`config.mk`:
```
export PLATFORM = sky130hd
export DESIGN_NAME = mipi_dsi_tx
export DESIGN_NICKNAME = d
export VERILOG_FILES = /design/src/rtl/mipi_dsi_tx.sv
export SDC_FILE = /design/constraint.sdc
export NUM_CORES = 1
export LEC_CHECK = 0
export CORE_MARGIN = 4
export CORE_UTILIZATION = 60
export DETAILED_ROUTE_END_ITERATION = 16
export HOLD_SLACK_MARGIN = 0.1
export PLACE_DENSITY_LB_ADDON = 0.15
export SLEW_MARGIN = 20
export SYNTH_ARGS = -nofsm -noshare
export SYNTH_HDL_FRONTEND = slang
export SYNTH_SLANG_ARGS = --single-unit
export TNS_END_PERCENT = 1
```
`constraint.sdc`:
```
create_clock -name clk -period 4.4 [get_ports clk]
set_clock_uncertainty 0.05 [all_clocks]
set_input_delay 1.32 -clock clk [delete_from_list [all_inputs] [get_ports clk]]
set_output_delay 1.32 -clock clk [all_outputs]
set_load 0.02 [all_outputs]
```
`src/rtl/mipi_dsi_tx.sv`:
```
// -----------------------------------------------------------------------------
// mipi_dsi_tx
// Single-lane MIPI D-PHY transmitter for a DSI link: one clock lane and one
// data lane. Sequences the LP-11 -> LP-01 -> LP-00 entry, HS-zero, the 0xB8
// sync byte and then serialises payload bytes LSB first at one bit per two
// clk cycles. Each burst ends with an HS trail and a return to LP-11. The
// clock lane runs its own entry/exit sequence around the data bursts.
//
// Ports
//   clk              system clock, all logic on the rising edge
//   rst              asynchronous reset, active low (0 = reset)
//   d_in[7:0]        next payload byte, valid while d_req = 1
//   d_req            a byte is available on d_in
//   b_req            bus request: keep the clock lane in HS while 1
//   d_ack            one-cycle pulse: d_in is taken at this edge
//   d_hs             data-lane HS serial bit
//   c_hs             clock-lane HS signal (DDR, edges centred in data bits)
//   d_lp_p, d_lp_n   data-lane LP wires
//   c_lp_p, c_lp_n   clock-lane LP wires
//
// Timing parameters are in clk cycles. The phase alignment of the two lanes
// relies on 2*T_LPX + T_CLK_ZERO being a multiple of 4 and on
// 2*T_LPX + T_HS_ZERO being even (true for the defaults).
// -----------------------------------------------------------------------------
module mipi_dsi_tx #(
  parameter int T_LPX       = 4,
  parameter int T_CLK_ZERO  = 16,
  parameter int T_CLK_PRE   = 8,
  parameter int T_CLK_POST  = 16,
  parameter int T_CLK_TRAIL = 8,
  parameter int T_HS_ZERO   = 12,
  parameter int T_HS_TRAIL  = 8
) (
  input  logic       clk,
  input  logic       rst,
  input  logic [7:0] d_in,
  input  logic       d_req,
  input  logic       b_req,
  output logic       d_ack,
  output logic       d_hs,
  output logic       c_hs,
  output logic       d_lp_p,
  output logic       d_lp_n,
  output logic       c_lp_p,
  output logic       c_lp_n
);

  function automatic int imax(input int a, input int b);
    return (a > b) ? a : b;
  endfunction

  localparam int C_MAX = imax(imax(imax(T_LPX, T_CLK_ZERO), imax(T_CLK_PRE, T_CLK_POST)),
                              T_CLK_TRAIL);
  localparam int D_MAX = imax(imax(T_LPX, T_HS_ZERO), T_HS_TRAIL);
  localparam int C_CW  = $clog2(C_MAX + 1);
  localparam int D_CW  = $clog2(D_MAX + 1);

  localparam logic [7:0] SYNC_BYTE = 8'hB8;

  typedef enum logic [2:0] {
    C_LP11, C_LP01, C_LP00, C_ZERO, C_PRE, C_RUN, C_POST, C_TRAIL
  } clk_state_t;

  typedef enum logic [2:0] {
    D_LP11, D_LP01, D_LP00, D_ZERO, D_SYNC, D_DATA, D_TRAIL
  } dat_state_t;

  clk_state_t      c_st, c_nxt;
  dat_state_t      d_st, d_nxt;
  logic [C_CW-1:0] c_cnt;
  logic [D_CW-1:0] d_cnt;
  logic            c_pend;
  logic [1:0]      tick;
  logic [7:0]      shreg;
  logic [2:0]      bit_cnt;
  logic            last_bit;
  logic            byte_end;
  logic            in_byte;

  // ---------------------------------------------------------------------------
  // Free-running bit-phase counter. A data bit occupies ticks {0,1} or {2,3};
  // data changes at edges where tick[0] = 1, the clock lane at edges where
  // tick[0] = 0, which puts every c_hs edge in the middle of a bit.
  // ---------------------------------------------------------------------------
  // NOTE: state registers use non-blocking assignments so every flop samples
  // the pre-edge value of every other flop, independent of statement order.
  always_ff @(posedge clk or negedge rst) begin
    if (!rst) tick <= 2'd0;
    else      tick <= tick + 2'd1;
  end

  // ---------------------------------------------------------------------------
  // Clock-lane FSM
  // ---------------------------------------------------------------------------
  always_ff @(posedge clk or negedge rst) begin
    if (!rst) begin
      c_st   <= C_LP11;
      c_cnt  <= '0;
      c_pend <= 1'b0;
    end else begin
      c_st <= c_nxt;
      if (c_nxt != c_st || c_st == C_LP11 || c_st == C_RUN) c_cnt <= '0;
      else                                                  c_cnt <= c_cnt + 1'b1;
      // A bus request arriving while the lane is winding down (or while LP-11
      // waits for the start phase) is remembered and served from LP-11.
      if (c_nxt == C_LP01)
        c_pend <= 1'b0;
      else if (c_st == C_LP11 || c_st == C_POST || c_st == C_TRAIL)
        c_pend <= c_pend | b_req;
    end
  end

  // NOTE: every signal written in a combinational block gets a default first,
  // so no path through the case statement can leave it unassigned (latch).
  always_comb begin
    c_nxt = c_st;
    case (c_st)
      // Leaving on tick 0 makes C_PRE start with c_hs = 1 (24 cycles later).
      C_LP11:  if ((b_req || c_pend) && tick == 2'd0)        c_nxt = C_LP01;
      C_LP01:  if (c_cnt == C_CW'(T_LPX - 1))                c_nxt = C_LP00;
      C_LP00:  if (c_cnt == C_CW'(T_LPX - 1))                c_nxt = C_ZERO;
      C_ZERO:  if (c_cnt == C_CW'(T_CLK_ZERO - 1))           c_nxt = C_PRE;
      C_PRE:   if (c_cnt == C_CW'(T_CLK_PRE - 1))            c_nxt = C_RUN;
      C_RUN:   if (!b_req && d_st == D_LP11)                 c_nxt = C_POST;
      C_POST:  if (c_cnt == C_CW'(T_CLK_POST - 1))           c_nxt = C_TRAIL;
      C_TRAIL: if (c_cnt == C_CW'(T_CLK_TRAIL - 1))          c_nxt = C_LP11;
      default:                                                c_nxt = C_LP11;
    endcase
  end

  // ---------------------------------------------------------------------------
  // Data-lane FSM
  // ---------------------------------------------------------------------------
  assign in_byte  = (d_st == D_SYNC) || (d_st == D_DATA);
  // Last clk of a byte slot: bit 7 in its second half-cycle.
  assign byte_end = in_byte && (bit_cnt == 3'd7) && tick[0];
  // A falling b_req on the boundary wins: no ack, the trail starts instead.
  assign d_ack    = byte_end && d_req && b_req;

  always_ff @(posedge clk or negedge rst) begin
    if (!rst) begin
      d_st  <= D_LP11;
      d_cnt <= '0;
    end else begin
      d_st <= d_nxt;
      if (d_nxt != d_st || d_st == D_LP11 || in_byte) d_cnt <= '0;
      else                                            d_cnt <= d_cnt + 1'b1;
    end
  end

  always_comb begin
    d_nxt = d_st;
    case (d_st)
      // Leaving on tick[0] = 1 aligns the sync byte with a bit boundary.
      D_LP11:  if (c_st == C_RUN && b_req && d_req && tick[0]) d_nxt = D_LP01;
      D_LP01:  if (d_cnt == D_CW'(T_LPX - 1))                  d_nxt = D_LP00;
      D_LP00:  if (d_cnt == D_CW'(T_LPX - 1))                  d_nxt = D_ZERO;
      D_ZERO:  if (d_cnt == D_CW'(T_HS_ZERO - 1))              d_nxt = D_SYNC;
      D_SYNC,
      D_DATA:  if (byte_end)                                   d_nxt = d_ack ? D_DATA : D_TRAIL;
      D_TRAIL: if (d_cnt == D_CW'(T_HS_TRAIL - 1))             d_nxt = D_LP11;
      default:                                                 d_nxt = D_LP11;
    endcase
  end

  // ---------------------------------------------------------------------------
  // Serialiser. shreg[0] is the bit on the wire; it shifts at the end of each
  // bit and reloads from d_in on an acknowledged boundary, so consecutive
  // bytes follow each other with no gap. bit_cnt wraps 7 -> 0 on that load.
  // ---------------------------------------------------------------------------
  // NOTE: the datapath registers are reset too, so d_hs is defined in the
  // trail even if a burst is aborted and restarted without a reload.
  always_ff @(posedge clk or negedge rst) begin
    if (!rst) begin
      shreg    <= 8'h00;
      bit_cnt  <= 3'd0;
      last_bit <= 1'b0;
    end else if (d_st == D_ZERO && d_nxt == D_SYNC) begin
      shreg   <= SYNC_BYTE;
      bit_cnt <= 3'd0;
    end else if (in_byte && tick[0]) begin
      last_bit <= shreg[0];
      bit_cnt  <= bit_cnt + 3'd1;
      shreg    <= d_ack ? d_in : {1'b0, shreg[7:1]};
    end
  end

  // ---------------------------------------------------------------------------
  // Lane outputs. HS states drive the LP wires to (0,0).
  // ---------------------------------------------------------------------------
  assign c_lp_p = (c_st == C_LP11);
  assign c_lp_n = (c_st == C_LP11) || (c_st == C_LP01);
  assign d_lp_p = (d_st == D_LP11);
  assign d_lp_n = (d_st == D_LP11) || (d_st == D_LP01);

  // tick 0,1,2,3 -> 0,1,1,0: period 4 clk, edges at tick 1 and tick 3.
  assign c_hs = ((c_st == C_PRE) || (c_st == C_RUN) || (c_st == C_POST)) &&
                (tick[1] ^ tick[0]);

  always_comb begin
    d_hs = 1'b0;
    case (d_st)
      D_SYNC, D_DATA: d_hs = shreg[0];
      D_TRAIL:        d_hs = ~last_bit;
      default:        d_hs = 1'b0;
    endcase
  end

endmodule

```
Yosys cells after proc, flatten, opt, wreduce, memory -nomap -nowiden
Index checks and enable logic that the tools add are counted.

Bits in registers: 30. Bits of input ports: 12. Output and inout port bits: 7. Word-level logic and storage cells: 100.

Add/sub/neg operators: 4. Equality and inequality tests: 24. Multiplexer cells: 27. Bitwise gates (word level): 4. Reduce and logical (&&, ||, !) cells: 32.

Operators by type and width (number): $mux W3 (16); $eq A3 B3 Y1 const B (9); $mux W8 (3); $pmux W3 S8 (1); $pmux W3 S6 (1); $eq A3 B2 Y1 const B (4); $logic_and A1 B1 Y1 (12); $logic_or A1 B1 Y1 (12); $eq A3 B1 Y1 const B (3); $logic_not A3 Y1 (2); $ne A3 B3 Y1 (2); $add A5 B1 Y5 const B (1); $eq A5 B2 Y1 const B (1); $eq A5 B3 Y1 const B (1); $eq A5 B4 Y1 const B (1); $mux W5 (1); $add A4 B1 Y4 const B (1); $eq A4 B2 Y1 const B (1); $eq A4 B3 Y1 const B (1); $eq A4 B4 Y1 const B (1); $mux W4 (1); $reduce_bool A2 Y1 (2); $add A3 B1 Y3 const B (1); $add A2 B1 Y2 const B (1); 10 further kinds (12).

Logic depth before layout (Yosys ltp)
Depth after elaboration: 13. Mapped depth: 8.

Least setup slack after synthesis
No wires, ideal clock.

Path kind: input-to-output. Start: input port d_req. End: output port d_ack. Arrival time: 1.781 ns. Required time: 3.030 ns. Path slack: 1.249 ns. Cell stages on the path: 3. Path through: nand2_1 -> nor3_1 -> buf_4.

Cells in the longest elaborated chain, start to end: 2.

RTL lines: start, declared (RTL line 37) `input logic d_req,`; $logic_and A1 B1 Y1 (2 in a row) (RTL line 138) `assign d_ack = byte_end && d_req && b_req;`; end, declared (RTL line 39) `output logic d_ack,`.

No other way between the ends.

Worst setup path after layout
Start: input port b_req. End: output port d_ack.

Cells in the longest elaborated chain, start to end: 1.

RTL lines: start, declared (RTL line 38) `input logic b_req,`; $logic_and A1 B1 Y1 (RTL line 138).

No other way between the ends.

==> flow_metrics.env <==
export IMPL_power_total_mw=0.611
export IMPL_fin_nets=226
export IMPL_finalHoldViolations=0
export IMPL_yosys_top_cells_count="30 x dfrtp_1, 28 x nand2_1, 16 x nor2_1"
export IMPL_postSynth_asyncResetShare=1.00
export IMPL_seq_area_frac_synth=0.434
export IMPL_path_max_fanout=4
export IMPL_path_delay_family="buffers and inverters"
export IMPL_clkLatencyLatePin_ns=0.32
export IMPL_synth_top_area_cell="dfrtp_1"
export IMPL_drv_cap=0
export IMPL_gr_total_overflow=0
export IMPL_synth_distinct_cells=44
export IMPL_die_w_microns=61.7
export IMPL_gp_congestion=0.757
export IMPL_cts_repair_resized=0
export IMPL_yosysWarnings=0
export IMPL_cts_setup_buffers=0
export IMPL_dieArea_sq_um=3810
export IMPL_synth_area_per_cell_sq_um=9.15
export IMPL_p_leak_nw=0.856
export IMPL_cts_buffers_inserted=5
export IMPL_drive_gt1_frac=0.0817
export IMPL_synth_seq_cells=30
export IMPL_clk_path_buf_depth=2
export IMPL_dp_hpwl_microns=2510
export IMPL_end_kind="output port"
export IMPL_cp_cell_sequence="clkdlybuf4s50_1, nand2_1, nor3_1, clkdlybuf4s50_1"
export IMPL_die_h_microns=61.7
export IMPL_dp_cells=232
export IMPL_io_pins=19
export IMPL_setup_viol=0
export IMPL_fin_cells=239
export IMPL_crit_buf_inv=2
export IMPL_whs_ns=0.414
export IMPL_fmax_mhz=237
export IMPL_slew_viol_final=0
export IMPL_cts_clk_slew_worst_paths_ns=0.08
export IMPL_crit_required_ns=3.03
export IMPL_hold_class="reg2reg"
export IMPL_peakVddDrop_uv=281
export IMPL_period_minus_slack_ns=4.23
export IMPL_slew_limit_headroom=0.527
export IMPL_netlist_area_sq_um=1730
export IMPL_ys_flop_type="dfrtp_1"
export IMPL_core_area_sq_um=2760
export IMPL_cp_arrival_ns=2.86
export IMPL_worstSetupPathType="in2out"
export IMPL_grt_pass1_vias=1332
export IMPL_drtIter0Drc=118
export IMPL_yosysMostFrequentCell="dfrtp_1"
export IMPL_status="complete, no violations"
export IMPL_start_util=0.627
export IMPL_clock_sinks=30
export IMPL_drcViolationCount=0
export IMPL_min_period_over_period=0.960
export IMPL_p_int_mw=0.430
export IMPL_fillers=235
export IMPL_routed_wirelength_microns=3410
export IMPL_syn_instance_count=189
export IMPL_crit_top_cell="clkdlybuf4s50_1"
export IMPL_cts_tree="yes"
export IMPL_rows=19
export IMPL_power_share_combinational=0.208
export IMPL_grt_max_degree=31
export IMPL_worst_slew_pin_slew_ns=0.706
export IMPL_power_density_nw_per_um2=310
export IMPL_finalCoreUtilization=0.716
export IMPL_synth_nets=207
export IMPL_grt_pass1_wl_microns=5910
export IMPL_clockPowerShare=0.239
export IMPL_synth_edf_count=0
export IMPL_htree_levels=2
export IMPL_rsz0062_at_grt="false"
export IMPL_routedWlPerCell_microns=14.3
export IMPL_synth_top_cell_area_share=0.434
export IMPL_vias_per_cell=5.79
export IMPL_postCtsHoldBufs=0
export IMPL_final_setup_tns_ns=0
export IMPL_swShare=0.296
export IMPL_portBuffers=18
export IMPL_ant_nets=0
export IMPL_vias=1385
export IMPL_switchingPower_mw=0.181
export IMPL_slowest_stage="clkdlybuf4s50_1"
export IMPL_dr_pass1_iters=5
export IMPL_area_growth_pct=14.1
export IMPL_synth_area_top_cells="dfrtp_1 43%, nand2_1 6.1%, mux2i_1 4.6%, a21oi_1 4.3%, ha_1 4.3%"
export IMPL_grtUsageTotal=0.214
export IMPL_p_seq_frac=0.553
export IMPL_diodes=0
export IMPL_antenna_found_initial=0
export IMPL_startpoint_type="input port"
export IMPL_clockRootBuffer="clkbuf_4"
export IMPL_cp_slowest_stage_delay_ns=0.66
[power by group through the flow]
stage / Sequential (mW) / Clock, mW / Combinational [mW]
2_1_floorplan: 0.331 / 0 / 0.0956
3_3_place_gp: 0.341 / 0 / 0.122
3_5_place_dp: 0.344 / 0 / 0.128
4_1_cts: 0.338 / 0.152 / 0.129
5_1_grt: 0.344 / 0.164 / 0.145
6_report: 0.338 / 0.146 / 0.127
[sequential cells by signal, indices dropped and copies added, names as in the netlist]
register and flops:
shreg 8, tick 2, d_st 3, d_cnt 4, last_bit 1, bit_cnt 3
c_pend 1, c_cnt 5, c_st 3
[cell families (layout without fill, tap and decap cells)]
family                     after synthesis  after routing  share of synthesized area
and+or+nand+nor                         72             72                      0.212
adders and majority gates                6              6                     0.0434
xor gates and xnor gates                 2              2                     0.0101
AOI/OAI and AO/OA                       49             49                      0.186
DFF                                     30             30                      0.434
buffers and inverters                   19             38                     0.0463
muxes                                   11             11                     0.0680
[final cells by class]
type | count | area (sq um) | area share
Inverter | 10 | 37.5 | 0.0190
Timing Repair Buffer | 21 | 203 | 0.103
Clock buffer | 7 | 45.0 | 0.0228
Sequential cell | 30 | 751 | 0.380
Multi-Input combinational cell | 140 | 898 | 0.455
Tap cell | 31 | 38.8 | 0.0197
[routing by layer]
| layer | share of wire | wire, microns | track usage | vias to the layer above |
|---|---|---|---|---|
| li1 | - | - | - | 701 |
| met3 | 0.030 | 101 | 0.0629 | 6 |
| met1 | 0.43 | 1470 | 0.257 | 663 |
| met4 | 0.015 | 50 | 0.115 | 0 |
| met2 | 0.53 | 1790 | 0.345 | 15 |
| met5 | 0 | 0 | 0 | - |
[stage by stage]
step           setup WS [ns]  area, sq um
6_report               0.174         1970
5_1_grt               0.0542         1970
4_1_cts                0.166         1970
3_5_place_dp           0.166         1930
3_3_place_gp           0.209         1930
2_1_floorplan           1.25         1730
[final timing paths]
kind,startpoint,endpoint,slack [ns],cells after the start
hold / removal,c_cnt[0]$_DFF_PN0_,c_cnt[0]$_DFF_PN0_,0.41,1
hold reg to reg,c_cnt[0]$_DFF_PN0_,c_cnt[0]$_DFF_PN0_,0.41,1
setup / recovery,b_req,d_ack,0.17,4
setup reg to reg,c_cnt[0]$_DFF_PN0_,c_cnt[1]$_DFF_PN0_,2.10,8
max in group asynchronous,rst,shreg[7]$_DFFE_PN0P_,2.69,2
min in group asynchronous,rst,c_cnt[3]$_DFF_PN0_,1.33,2
[cell usage in the layout (no fill, tap or decap), types with 2 or more instances in the layout]
cell and n:
clkbuf_4 5, nor2_1 16, a21oi_1 15, and3_1 3, a31oi_1 2, dfrtp_1 30
o21ai_0 13, nand3_1 5, nand2b_1 3, a211o_1 2, nand2_1 28, mux2i_1 8
clkdlybuf4s50_1 18, clkbuf_1 2, ha_1 6, nor2b_1 5, nor3_1 5, o211ai_1 2
a22o_1 2, inv_1 10, nand3b_1 2, buf_4 3
(Power assumes the default switching activity.)
